**src/rtl/pipelined_cla_adder.sv**
```systemverilog
// -----------------------------------------------------------------------------
// pipelined_cla_adder
//   Parametrised, pipelined carry-lookahead adder/subtractor with valid/ready
//   streaming on both sides. Each pipeline stage resolves BLOCKS_PER_STAGE
//   4-bit CLA groups (bit-level lookahead inside a group, group P/G lookahead
//   across the groups of the stage). The carry between stages is registered,
//   lower sum bits travel down the pipe with the beat, and only the operand
//   bits still to be consumed are carried forward.
//
//   Parameters
//     WIDTH            operand width, multiple of 4*BLOCKS_PER_STAGE, 8..64
//     BLOCKS_PER_STAGE 4-bit groups per stage; STAGES = WIDTH/(4*BPS)
//
//   Ports
//     Clk        rising-edge clock
//     Reset      synchronous, active-high; clears every valid bit and S/cout/ovf
//     in_valid   operand beat valid          in_ready  beat accepted this cycle
//     A, B       operands                    cin       carry-in (ignored if sub)
//     sub        1: S = A - B (B inverted, carry-in forced to 1)
//     out_valid  result beat valid           out_ready downstream accepts result
//     S          sum / difference            cout      carry out of MSB
//     ovf        signed overflow
//
//   Latency is STAGES cycles, throughput one beat per cycle. The whole pipe
//   stalls together whenever the output holds a beat that is not taken.
//
//   Optional feature macro: CLA_SATURATE_EN -- on signed overflow the result
//   is clamped to the signed max/min in the final stage.
// -----------------------------------------------------------------------------
module pipelined_cla_adder #(
    parameter int WIDTH            = 32,
    parameter int BLOCKS_PER_STAGE = 2
) (
    input  logic             Clk,
    input  logic             Reset,
    input  logic             in_valid,
    output logic             in_ready,
    input  logic [WIDTH-1:0] A,
    input  logic [WIDTH-1:0] B,
    input  logic             cin,
    input  logic             sub,
    output logic             out_valid,
    input  logic             out_ready,
    output logic [WIDTH-1:0] S,
    output logic             cout,
    output logic             ovf
);

    localparam int BPS    = BLOCKS_PER_STAGE;
    localparam int SW     = 4 * BPS;
    localparam int STAGES = WIDTH / SW;

    // Bit carries c1..c3 of a 4-bit group (c0 passes straight through).
    function automatic logic [3:0] cla4_carry(input logic [2:0] p,
                                              input logic [2:0] g,
                                              input logic       c0);
        logic [3:0] c;
        c[0] = c0;
        c[1] = g[0] | (p[0] & c0);
        c[2] = g[1] | (p[1] & g[0]) | (p[1] & p[0] & c0);
        c[3] = g[2] | (p[2] & g[1]) | (p[2] & p[1] & g[0]) | (p[2] & p[1] & p[0] & c0);
        return c;
    endfunction

    // Group generate of a 4-bit group (p[0] does not take part).
    function automatic logic grp_gen(input logic [3:1] p, input logic [3:0] g);
        return g[3] | (p[3] & g[2]) | (p[3] & p[2] & g[1]) | (p[3] & p[2] & p[1] & g[0]);
    endfunction

    // Global stall: the pipe moves only when the output slot is free or taken.
    logic advance;
    assign advance  = !out_valid || out_ready;
    assign in_ready = advance;

    // Inter-stage buses; index k is the input of stage k.
    logic [STAGES:0]  v_pipe;
    logic [STAGES:0]  c_pipe;
    logic [WIDTH-1:0] s_pipe [STAGES+1];
    logic [WIDTH-1:0] a_pipe [STAGES];
    logic [WIDTH-1:0] b_pipe [STAGES];

    assign v_pipe[0] = in_valid;
    assign c_pipe[0] = sub | cin;
    assign s_pipe[0] = '0;
    assign a_pipe[0] = A;
    assign b_pipe[0] = B ^ {WIDTH{sub}};

    logic ovf_d;
    logic ovf_q;

    genvar gi;
    generate
        for (gi = 0; gi < STAGES; gi++) begin : g_stage
            logic [SW-1:0]    a_sl, b_sl, p, g, sl;
            logic [BPS-1:0]   gp, gg;
            logic [BPS:0]     gc;
            logic             c_acc, prod;
            logic [3:0]       bc;
            logic [WIDTH-1:0] s_next, s_res, s_d, s_q;
            logic             valid_d, valid_q, carry_d, carry_q;

            always_comb begin
                a_sl  = a_pipe[gi][gi*SW +: SW];
                b_sl  = b_pipe[gi][gi*SW +: SW];
                p     = a_sl ^ b_sl;
                g     = a_sl & b_sl;
                gp    = '0;
                gg    = '0;
                gc    = '0;
                c_acc = 1'b0;
                prod  = 1'b0;
                bc    = '0;
                sl    = '0;
                for (int j = 0; j < BPS; j++) begin
                    gp[j] = &p[4*j +: 4];
                    gg[j] = grp_gen(p[4*j+1 +: 3], g[4*j +: 4]);
                end
                // Group lookahead: each group carry is a flat sum of products
                // of the lower groups' G/P terms and the stage carry-in.
                gc[0] = c_pipe[gi];
                for (int j = 0; j < BPS; j++) begin
                    c_acc = gg[j];
                    prod  = gp[j];
                    for (int i = j - 1; i >= 0; i--) begin
                        c_acc = c_acc | (prod & gg[i]);
                        prod  = prod & gp[i];
                    end
                    gc[j+1] = c_acc | (prod & c_pipe[gi]);
                end
                for (int j = 0; j < BPS; j++) begin
                    bc           = cla4_carry(p[4*j +: 3], g[4*j +: 3], gc[j]);
                    sl[4*j +: 4] = p[4*j +: 4] ^ bc;
                end
                s_next = s_pipe[gi];
                s_next[gi*SW +: SW] = sl;
            end

            // Bubbles clear the valid bit but leave the data registers alone.
            always_comb begin
                valid_d = valid_q;
                carry_d = carry_q;
                s_d     = s_q;
                if (advance) begin
                    valid_d = v_pipe[gi];
                    if (v_pipe[gi]) begin
                        carry_d = gc[BPS];
                        s_d     = s_res;
                    end
                end
            end

            always_ff @(posedge Clk) begin
                if (Reset) begin
                    valid_q <= 1'b0;
                    carry_q <= 1'b0;
                    s_q     <= '0;
                end else begin
                    valid_q <= valid_d;
                    carry_q <= carry_d;
                    s_q     <= s_d;
                end
            end

            assign v_pipe[gi+1] = valid_q;
            assign c_pipe[gi+1] = carry_q;
            assign s_pipe[gi+1] = s_q;

            if (gi < STAGES - 1) begin : g_fwd
                // Consumed operand bits are forced to zero so those flops
                // are constant and drop out.
                logic [WIDTH-1:0] a_d, a_q, b_d, b_q;

                always_comb begin
                    a_d = a_q;
                    b_d = b_q;
                    if (advance && v_pipe[gi]) begin
                        a_d = a_pipe[gi];
                        b_d = b_pipe[gi];
                        a_d[(gi+1)*SW-1:0] = '0;
                        b_d[(gi+1)*SW-1:0] = '0;
                    end
                end

                always_ff @(posedge Clk) begin
                    if (Reset) begin
                        a_q <= '0;
                        b_q <= '0;
                    end else begin
                        a_q <= a_d;
                        b_q <= b_d;
                    end
                end

                assign a_pipe[gi+1] = a_q;
                assign b_pipe[gi+1] = b_q;
                assign s_res        = s_next;
            end else begin : g_fin
                // Overflow: operands (B already conditionally inverted) share
                // a sign and the result sign differs from it.
                logic ovf_w;
                assign ovf_w = ~(a_pipe[gi][WIDTH-1] ^ b_pipe[gi][WIDTH-1])
                             & (s_next[WIDTH-1] ^ a_pipe[gi][WIDTH-1]);
`ifdef CLA_SATURATE_EN
                localparam logic [WIDTH-1:0] SMAX = {1'b0, {(WIDTH-1){1'b1}}};
                localparam logic [WIDTH-1:0] SMIN = {1'b1, {(WIDTH-1){1'b0}}};
                assign s_res = ovf_w ? (a_pipe[gi][WIDTH-1] ? SMIN : SMAX) : s_next;
`else
                assign s_res = s_next;
`endif
                always_comb begin
                    ovf_d = ovf_q;
                    if (advance && v_pipe[gi]) begin
                        ovf_d = ovf_w;
                    end
                end

                always_ff @(posedge Clk) begin
                    if (Reset) begin
                        ovf_q <= 1'b0;
                    end else begin
                        ovf_q <= ovf_d;
                    end
                end
            end
        end
    endgenerate

    assign out_valid = v_pipe[STAGES];
    assign S         = s_pipe[STAGES];
    assign cout      = c_pipe[STAGES];
    assign ovf       = ovf_q;

endmodule
```
**config.mk**
```make
export PLATFORM = sky130hd
export DESIGN_NAME = pipelined_cla_adder
export DESIGN_NICKNAME = d
export VERILOG_FILES = /design/src/rtl/pipelined_cla_adder.sv
export SDC_FILE = /design/constraint.sdc
export NUM_CORES = 1
export LEC_CHECK = 0
export ABC_AREA = 0
export BUFFER_PORTS_ARGS = -buffer_cell sky130_fd_sc_hd__clkbuf_2
export CAP_MARGIN = 20
export CORE_ASPECT_RATIO = 0.8
export CORE_MARGIN = 10
export CORE_UTILIZATION = 35
export DETAILED_ROUTE_END_ITERATION = 10
export SLEW_MARGIN = 15
export SYNTH_ARGS = -nofsm -noshare
export SYNTH_HDL_FRONTEND = slang
export SYNTH_SLANG_ARGS = --single-unit
```
**constraint.sdc**
```tcl
create_clock -name Clk -period 2.7 [get_ports Clk]
set_clock_uncertainty 0.1 [all_clocks]
set_input_delay 0.54 -clock Clk [delete_from_list [all_inputs] [get_ports Clk]]
set_output_delay 0.54 -clock Clk [all_outputs]
set_load 0.005 [all_outputs]
```
==> qor.yml, run 1 <==
outcome: "finished, final reports clean"
crit_fanout: 4
grt_pass1_wl_mm: 32.5
final_util_pct: 41.5
drtIter0Drc: 383
antenna_cells: 0
finalCritPeriodShare_pct: 86.2
start_kind: "flip-flop"
io_pins: 106
die_w_um: 189
yosysMostFrequentCell: "nand2_1"
grt_max_degree: 58
required_ns: 2.95
grt_pass1_vias: 6163
dpl.hpwl_mm: 14.4
viasPerCell: 4.69
synth_commonest_cells: "nand2_1 (278), dfxtp_1 (185), a21oi_1 (150), nor2_1 (41), xnor2_1 (37)"
clock_latency_ns: 0.44
synth_top_area_share_pct: 46.5
hold_ws_ns: 0.213
routabilityCongestion: 0.786
cts_resized: 0
ir_worst_vdd_v: 0.000306
antenna_found_initial: 0
rsz0062_at_grt: "false"
drive_gt1_share_pct: 18.0
clock_path_buffers: 2
final_cells: 1339
overflow: 0
synth.area.top_cells: "dfxtp_1 (47%), nand2_1 (13%), a21oi_1 (9.4%)"
ctsHoldBuffers: 0
syn-num-nets: 1050
fin_area_mm2: 0.00930
synth_ff_type: "dfxtp_1"
place_inst: 1308
slew_headroom_pct: 61.0
drt.antenna.violating_nets: 0
nets: 1131
p_leak_uw: 0.00361
yosys.area.top_type: "dfxtp_1"
synth-edff-count: 0
htreeDepth: 4
async_reset_ff_share_pct: 0
fmax_ghz: 0.429
drv_cap: 0
numCtsBuffers: 17
drc: 0
vias: 6284
clkTransAtPathRegs_ns: 0.07
dieArea_mm2: 0.0292
endpoint_kind: "flip-flop"
p_per_area_mw_per_mm2: 629
syn_inst: 940
ys_seq_area_share_pct: 46.5
start_util_pct: 35.5
grtUsageTotal_pct: 13.5
synth_warnings: 0
nFillCells: 2352
wl_per_cell_um: 14.6
area_delta_synth_final_pct: 16.9
holdCritPathClass: "input pin to flip-flop"
core_mm2: 0.0224
port_buffers: 105
drt-pass1-iter-count: 5
fin_crit_ns: 2.33
avgSynthCellArea_um2: 8.46
root_buffer: "clkbuf_16"
tns_ns: 0
die_h_um: 155
worst_slew_pin_slew_ns: 0.584
arrival_ns: 2.58
yosysUniqueCellTypes: 42
cts_setup_buffers: 0
ys_ff_latch: 185
cts.sinks: 185
routed_wl_mm: 19.6
hold_viol: 0
finalSetupViolations: 0
syn_area_mm2: 0.00796
crit_type: "flip-flop to flip-flop"
cts_tree: "built"
dpl-instance-area_mm2: 0.00876
slew_violations: 0
placementRows: 49
per-stage QoR:
stage	setup WS [ns]	total power, µW
after floorplan	0.00782	3380
after global placement	0.108	3550
after detailed placement	0.0116	3560
after CTS	0.365	5910
after global routing	0.249	6110
final	0.371	5860
layer usage:
metal | wire length (µm) | part of all wire, % | track usage, % | up-vias
met5 | 0 | 0 | 0 | -
met4 | 144 | 0.74 | 3.32 | 0
met3 | 837 | 4.3 | 3.37 | 14
met2 | 7800 | 40 | 18.5 | 118
met1 | 10800 | 55 | 20.3 | 2832
li1 | - | - | - | 3320
power by group:
part	internal [µW]	leakage [µW]	total (µW)	switching [µW]
Combinational	242	0.00184	598	356
Clock	1280	0.000261	2360	1080
Sequential	2830	0.00151	2900	63.0
kinds of logic (layout without fill, tap and decap cells):
logic type	Yosys count	after routing	synth area share (%)
adder cells (fa/ha/maj)	40	40	7.05
buffers and inverters	81	174	4.65
AND/OR/NAND/NOR	363	363	18.4
flip-flops	185	185	46.5
AO/OA/AOI/OAI	221	221	17.8
XOR/XNOR	49	49	5.39
multiplexers	1	1	0.126
layout by cell type, fill, tap and decap left out, types with 2 or more instances in the layout:
cell,n
nand3_1,17
clkbuf_16,17
nor3_1,7
a21o_1,7
xor2_1,12
o21ai_0,4
nor2_1,41
dfxtp_1,185
a221oi_1,3
buf_4,19
a211oi_2,21
o311ai_0,3
fa_1,8
and2_1,3
nand3b_1,3
a21oi_1,148
xnor2_1,37
clkinvlp_4,4
clkinv_2,5
inv_1,16
a21oi_2,2
buf_12,2
o31ai_1,4
nor4b_1,4
nand4_1,6
clkbuf_2,104
a211oi_1,13
o21a_1,4
o41ai_1,3
ha_1,32
nand2_1,278
a31oi_1,3
registers in the layout, summed over array words and instances, names as in the netlist:
register / cells
S: 32
cout: 1
g_stage.carry_q: 3
g_stage.g_fwd.a_q: 48
g_stage.g_fwd.b_q: 48
g_stage.s_q: 48
g_stage.valid_q: 3
out_valid: 1
ovf: 1
worst max-delay path: stages (launching register included):
cell and delay, ns:
dfxtp_1 0.32, ha_1 0.34, a21o_1 0.23, a221oi_2 0.43, inv_1 0.10, fa_1 0.39, xnor2_1 0.13, a211oi_1 0.20
area by class of cell:
| cell class | count | area (µm²) | share of cell area, % |
|---|---|---|---|
| Clock buffer | 19 | 443 | 4.76 |
| Clock inverter | 12 | 103 | 1.10 |
| Inverter | 17 | 63.8 | 0.686 |
| Multi-Input combinational cell | 674 | 3890 | 41.8 |
| Sequential cell | 185 | 3700 | 39.8 |
| Tap cell | 306 | 383 | 4.12 |
| Timing Repair Buffer | 126 | 714 | 7.68 |
path summary, 6_finish.rpt:
| path | cells after the start | slack [ns] | start | to |
|---|---|---|---|---|
| setup / recovery | 7 | 0.37 | g_stage[2].g_fwd.b_q[26] | S[29] |
| hold / removal | 3 | 0.21 | A[22] | g_stage[0].g_fwd.a_q[22] |
| setup reg to reg | 7 | 0.37 | g_stage[2].g_fwd.b_q[26] | S[29] |
| hold reg to reg | 2 | 0.35 | S[26] | S[26] |
Power figures use the tool's default switching activity.
==> run 2, diff against run 1 <==
--- a/config.mk
+++ b/config.mk
@@ -12,6 +12,7 @@
 export CORE_MARGIN = 10
 export CORE_UTILIZATION = 35
 export DETAILED_ROUTE_END_ITERATION = 10
+export RECOVER_POWER = 100
 export SLEW_MARGIN = 15
 export SYNTH_ARGS = -nofsm -noshare
 export SYNTH_HDL_FRONTEND = slang
==> qor.yml, run 2 (synthesis results as in run 1) <==
drv_cap: 0
antenna_found_initial: 0
fin_crit_ns: 2.33
routed_wl_mm: 19.5
grtUsageTotal_pct: 13.5
drive_gt1_share_pct: 13.3
area_delta_synth_final_pct: 15.3
dieArea_mm2: 0.0292
nets: 1131
grt_max_degree: 58
routabilityCongestion: 0.786
viasPerCell: 4.72
worst_slew_pin_slew_ns: 0.873
io_pins: 106
p_leak_uw: 0.00346
net-switching-power_uw: 1480
overflow: 0
endpoint_kind: "flip-flop"
die_w_um: 189
multi_input_area_mm2: 0.00383
antenna_cells: 0
grt_pass1_wl_mm: 32.5
combPwrFrac_pct: 9.9
vias: 6314
register_area_mm2: 0.00370
p_int_uw: 4350
fmax_ghz: 0.430
hold_viol: 0
fin_area_mm2: 0.00917
holdCritPathClass: "input pin to flip-flop"
crit_type: "flip-flop to flip-flop"
final_common_cell: "nand2_1"
cts_tree: "built"
ctsHoldBuffers: 0
placementRows: 49
ir_worst_vdd_v: 0.000303
wl_per_cell_um: 14.6
die_h_um: 155
numCtsBuffers: 17
pwr-share-clk_pct: 40.3
required_ns: 2.95
slew_headroom_pct: 41.8
cts_resized: 0
drt-pass1-iter-count: 4
grt_pass1_vias: 6163
final_cell_mix: "nand2_1 (278), dfxtp_1 (185), a21oi_1 (149), clkbuf_2 (77), nor2_1 (41)"
clock_latency_ns: 0.43
clock_path_buffers: 2
seq_power_share_pct: 49.7
finalCritPeriodShare_pct: 86.2
finalSetupViolations: 0
reg.largest.list: "g_stage.g_fwd.a_q (48), g_stage.g_fwd.b_q (48), g_stage.s_q (48)"
hold_path_depth: 3
start_kind: "flip-flop"
core_mm2: 0.0224
dpl-instance-area_mm2: 0.00876
dpl.hpwl_mm: 14.4
port_buffers: 105
htreeDepth: 4
worstRegToRegCells: 7
crit_fanout: 4
slew_violations: 0
p_per_area_mw_per_mm2: 635
drtIter0Drc: 380
tns_ns: 0
drt.antenna.violating_nets: 0
rsz0062_at_grt: "false"
switching_share_pct: 25.3
start_util_pct: 35.5
clkTransAtPathRegs_ns: 0.07
drc: 0
root_buffer: "clkbuf_16"
outcome: "finished, final reports clean"
arrival_ns: 2.58
cts.sinks: 185
cts_setup_buffers: 0
nFillCells: 2368
==> run 2: cell count changes in the layout (fill, tap and decap cells not counted), moves of 3 or more <==
cell | before | now
clkbuf_1 | 1 | 38
clkbuf_2 | 104 | 77
a211oi_1 | 13 | 20
a211oi_2 | 21 | 14
and2_0 | 0 | 3
and2_1 | 3 | 0
buf_4 | 19 | 9
==> run 2: final cells by class <==
type | count | area share (%)
multi-input combinational | 674 | 41.8
clock buffer | 19 | 4.83
tap | 306 | 4.17
sequential | 185 | 40.4
inverter | 17 | 0.696
clock inverter | 12 | 1.12
timing repair buffer | 126 | 7.01
==> run 2: critical path: stages (launching register included) <==
cell      delay [ns]
dfxtp_1         0.32
ha_1            0.34
a21o_1          0.23
a221oi_2        0.43
inv_1           0.11
fa_1            0.39
xnor2_1         0.13
a211oi_1        0.20
==> run 2: path summary, 6_finish.rpt <==
kind,from,to,slack (ns)
worst min-delay path,A[22],g_stage[0].g_fwd.a_q[22],0.22
worst max register to register,g_stage[2].g_fwd.b_q[26],S[29],0.37
worst max-delay path,g_stage[2].g_fwd.b_q[26],S[29],0.37
worst min register to register,S[25],S[25],0.35
==> run 2: power by group through the flow <==
| stage | sequential, µW | clock [µW] | combinational (µW) |
|---|---|---|---|
| 3_5_place_dp | 2960 | 0 | 603 |
| 5_1_grt | 2910 | 2520 | 659 |
| 2_1_floorplan | 2940 | 0 | 438 |
| 4_1_cts | 2900 | 2410 | 606 |
| 6_report | 2900 | 2350 | 580 |
| 3_3_place_gp | 2960 | 0 | 595 |
==> run 2: layer usage <==
layer  global-route usage, %  wire (µm)  share of wire [%]  vias up
li1                        -          -                  -     3311
met1                    20.3      10700                 55     2853
met2                    18.5       7780                 40      137
met3                    3.37        933                4.8       13
met4                    3.32        151               0.77        0
met5                       0          0                  0        -
==> run 2: per-stage QoR <==
step | std cells | setup WS, ns | hold WS, ns | util [%] | total power (µW)
2_1_floorplan | 940 | 0.00782 | 0.332 | - | 3380
3_3_place_gp | 1308 | 0.108 | 0.340 | 39.0 | 3550
3_5_place_dp | 1308 | 0.0116 | 0.344 | 39.0 | 3560
4_1_cts | 1339 | 0.365 | 0.207 | 41.5 | 5910
5_1_grt | 1339 | 0.145 | 0.212 | 40.9 | 6090
6_report | 1339 | 0.372 | 0.218 | 40.9 | 5830
==> run 3, diff against run 2 <==
--- a/config.mk
+++ b/config.mk
@@ -8,10 +8,13 @@
 export ABC_AREA = 0
 export BUFFER_PORTS_ARGS = -buffer_cell sky130_fd_sc_hd__clkbuf_2
 export CAP_MARGIN = 20
+export CELL_PAD_IN_SITES_DETAIL_PLACEMENT = 1
+export CELL_PAD_IN_SITES_GLOBAL_PLACEMENT = 1
 export CORE_ASPECT_RATIO = 0.8
 export CORE_MARGIN = 10
 export CORE_UTILIZATION = 35
 export DETAILED_ROUTE_END_ITERATION = 10
+export PLACE_DENSITY_LB_ADDON = 0.1
 export RECOVER_POWER = 100
 export SLEW_MARGIN = 15
 export SYNTH_ARGS = -nofsm -noshare
==> qor.yml, run 3 (synthesis results as in run 1) <==
wl_per_cell_um: 15.9
slew_headroom_pct: -16.0
root_buffer: "clkbuf_16"
ir_worst_vdd_v: 0.000399
grtUsageTotal_pct: 14.9
start_kind: "flip-flop"
grt_pass1_vias: 6728
fmax_ghz: 0.420
antenna_found_initial: 0
fin_area_mm2: 0.00920
start_util_pct: 35.5
finalSetupViolations: 0
final_common_cell: "nand2_1"
cts_setup_buffers: 0
finalCritPeriodShare_pct: 88.2
cp_slowest_stage_delay_ns: 0.44
p_per_area_mw_per_mm2: 657
routabilityCongestion: 0.768
cts_tree: "built"
drc: 0
dpl.hpwl_mm: 14.9
drt.antenna.violating_nets: 0
holdCritPathClass: "input pin to flip-flop"
core_mm2: 0.0224
cts.sinks: 185
place_inst: 1306
drt-pass1-iter-count: 4
die_h_um: 155
endpoint: "in_ready"
clock_path_buffers: 2
antenna_cells: 0
worstPathCellList: "nor2b_1 -> inv_1 -> clkbuf_1"
viasPerCell: 4.74
port_buffers: 105
numCtsBuffers: 17
p_leak_uw: 0.00348
htreeDepth: 4
worstRegToRegCells: 6
ctsHoldBuffers: 0
dpl-instance-area_mm2: 0.00875
crit_type: "flip-flop to primary output"
r2r-end: "g_stage[1].g_fwd.a_q[17]"
preCtsSetupSlack_ns: 0.0130
drive_gt1_share_pct: 12.8
routed_wl_mm: 21.2
rsz0062_at_grt: "false"
die_w_um: 189
clkTransAtPathRegs_ns: 0.08
final_cell_mix: "nand2_1 (278), dfxtp_1 (185), a21oi_1 (149), clkbuf_2 (70), nor2_1 (41)"
nets: 1129
final_cells: 1338
drv_cap: 1
overflow: 0
crit_path_top_delay_cell: "nor2b_1"
clock_latency_ns: 0.44
drtIter0Drc: 259
arrival_ns: 1.74
outcome: "complete, but fails checks"
grt_pass1_wl_mm: 35.5
violations: "max-capacitance violations, max-slew violations"
tns_ns: 0
cp-startpoint: "out_valid"
dieArea_mm2: 0.0292
cts_resized: 0
fin_crit_ns: 2.38
rrSetupSlack_ns: 0.40
io_pins: 106
placementRows: 49
area_delta_synth_final_pct: 15.6
reg.largest.list: "g_stage.g_fwd.a_q (48), g_stage.g_fwd.b_q (48), g_stage.s_q (48)"
r2r_start: "out_valid"
endpoint_kind: "primary output"
crit_fanout: 9
slew_violations: 37
vias: 6342
required_ns: 2.06
final_util_pct: 41.0
worst_slew_pin_slew_ns: 1.74
hold_viol: 0
finalWorstSetupSlack_ns: 0.320
grt_max_degree: 84
run 3: cell count changes in the layout (fill, tap and decap cells not counted), moves of 2 or more:
cell        delta
clkinv_2       -3
clkbuf_2       -7
inv_8          +2
and2_1         +2
clkinv_4       +5
clkinvlp_4     -4
a211oi_2       -2
a211oi_1       +2
clkbuf_4       +2
run 3: metrics by stage:
step,total power (µW),hold WS (ns)
floorplan,3380,0.332
global placement,3560,0.342
detailed placement,3570,0.344
CTS,6170,0.191
global route,6350,0.207
finish,6050,0.215
run 3: worst min path at each step:
stage	start	to	slack (ns)	depth (start not counted)
2_1_floorplan	g_stage[0].s_q[7]	g_stage[1].s_q[7]	0.33	2
3_3_place_gp	g_stage[0].g_fwd.a_q[29]	g_stage[1].g_fwd.a_q[29]	0.34	2
3_5_place_dp	g_stage[0].g_fwd.b_q[26]	g_stage[1].g_fwd.b_q[26]	0.34	2
4_1_cts	A[15]	g_stage[0].g_fwd.a_q[15]	0.19	3
5_1_grt	A[16]	g_stage[0].g_fwd.a_q[16]	0.21	3
6_report	A[17]	g_stage[0].g_fwd.a_q[17]	0.21	3
run 3: layout make-up:
type	instances	area, µm²
clock buffers	18	439
well taps	306	383
clock inverters	14	163
multi-input cells	674	3820
inverters	17	63.8
fillers	2718	13200
flip-flops and latches	185	3700
repair buffers	124	629
run 3: layer usage:
metal	vias to the layer above	part of all wire, %	global-route usage [%]
li1	3321	-	-
met1	2911	55	21.7
met2	92	40	21.2
met3	18	3.6	3.40
met4	0	0.94	4.07
met5	-	0	0
run 3: power breakdown:
group	internal [µW]	switching (µW)	leakage [µW]
combinational	230	353	0.00167
clock	1410	1160	0.000299
sequential	2830	60.5	0.00151
run 3: critical path: cells and delay by family (launching register included):
family                 cells  cell delay [ns]
buffers and inverters      2             0.53
DFF                        1             0.33
and+or+nand+nor            1             0.44
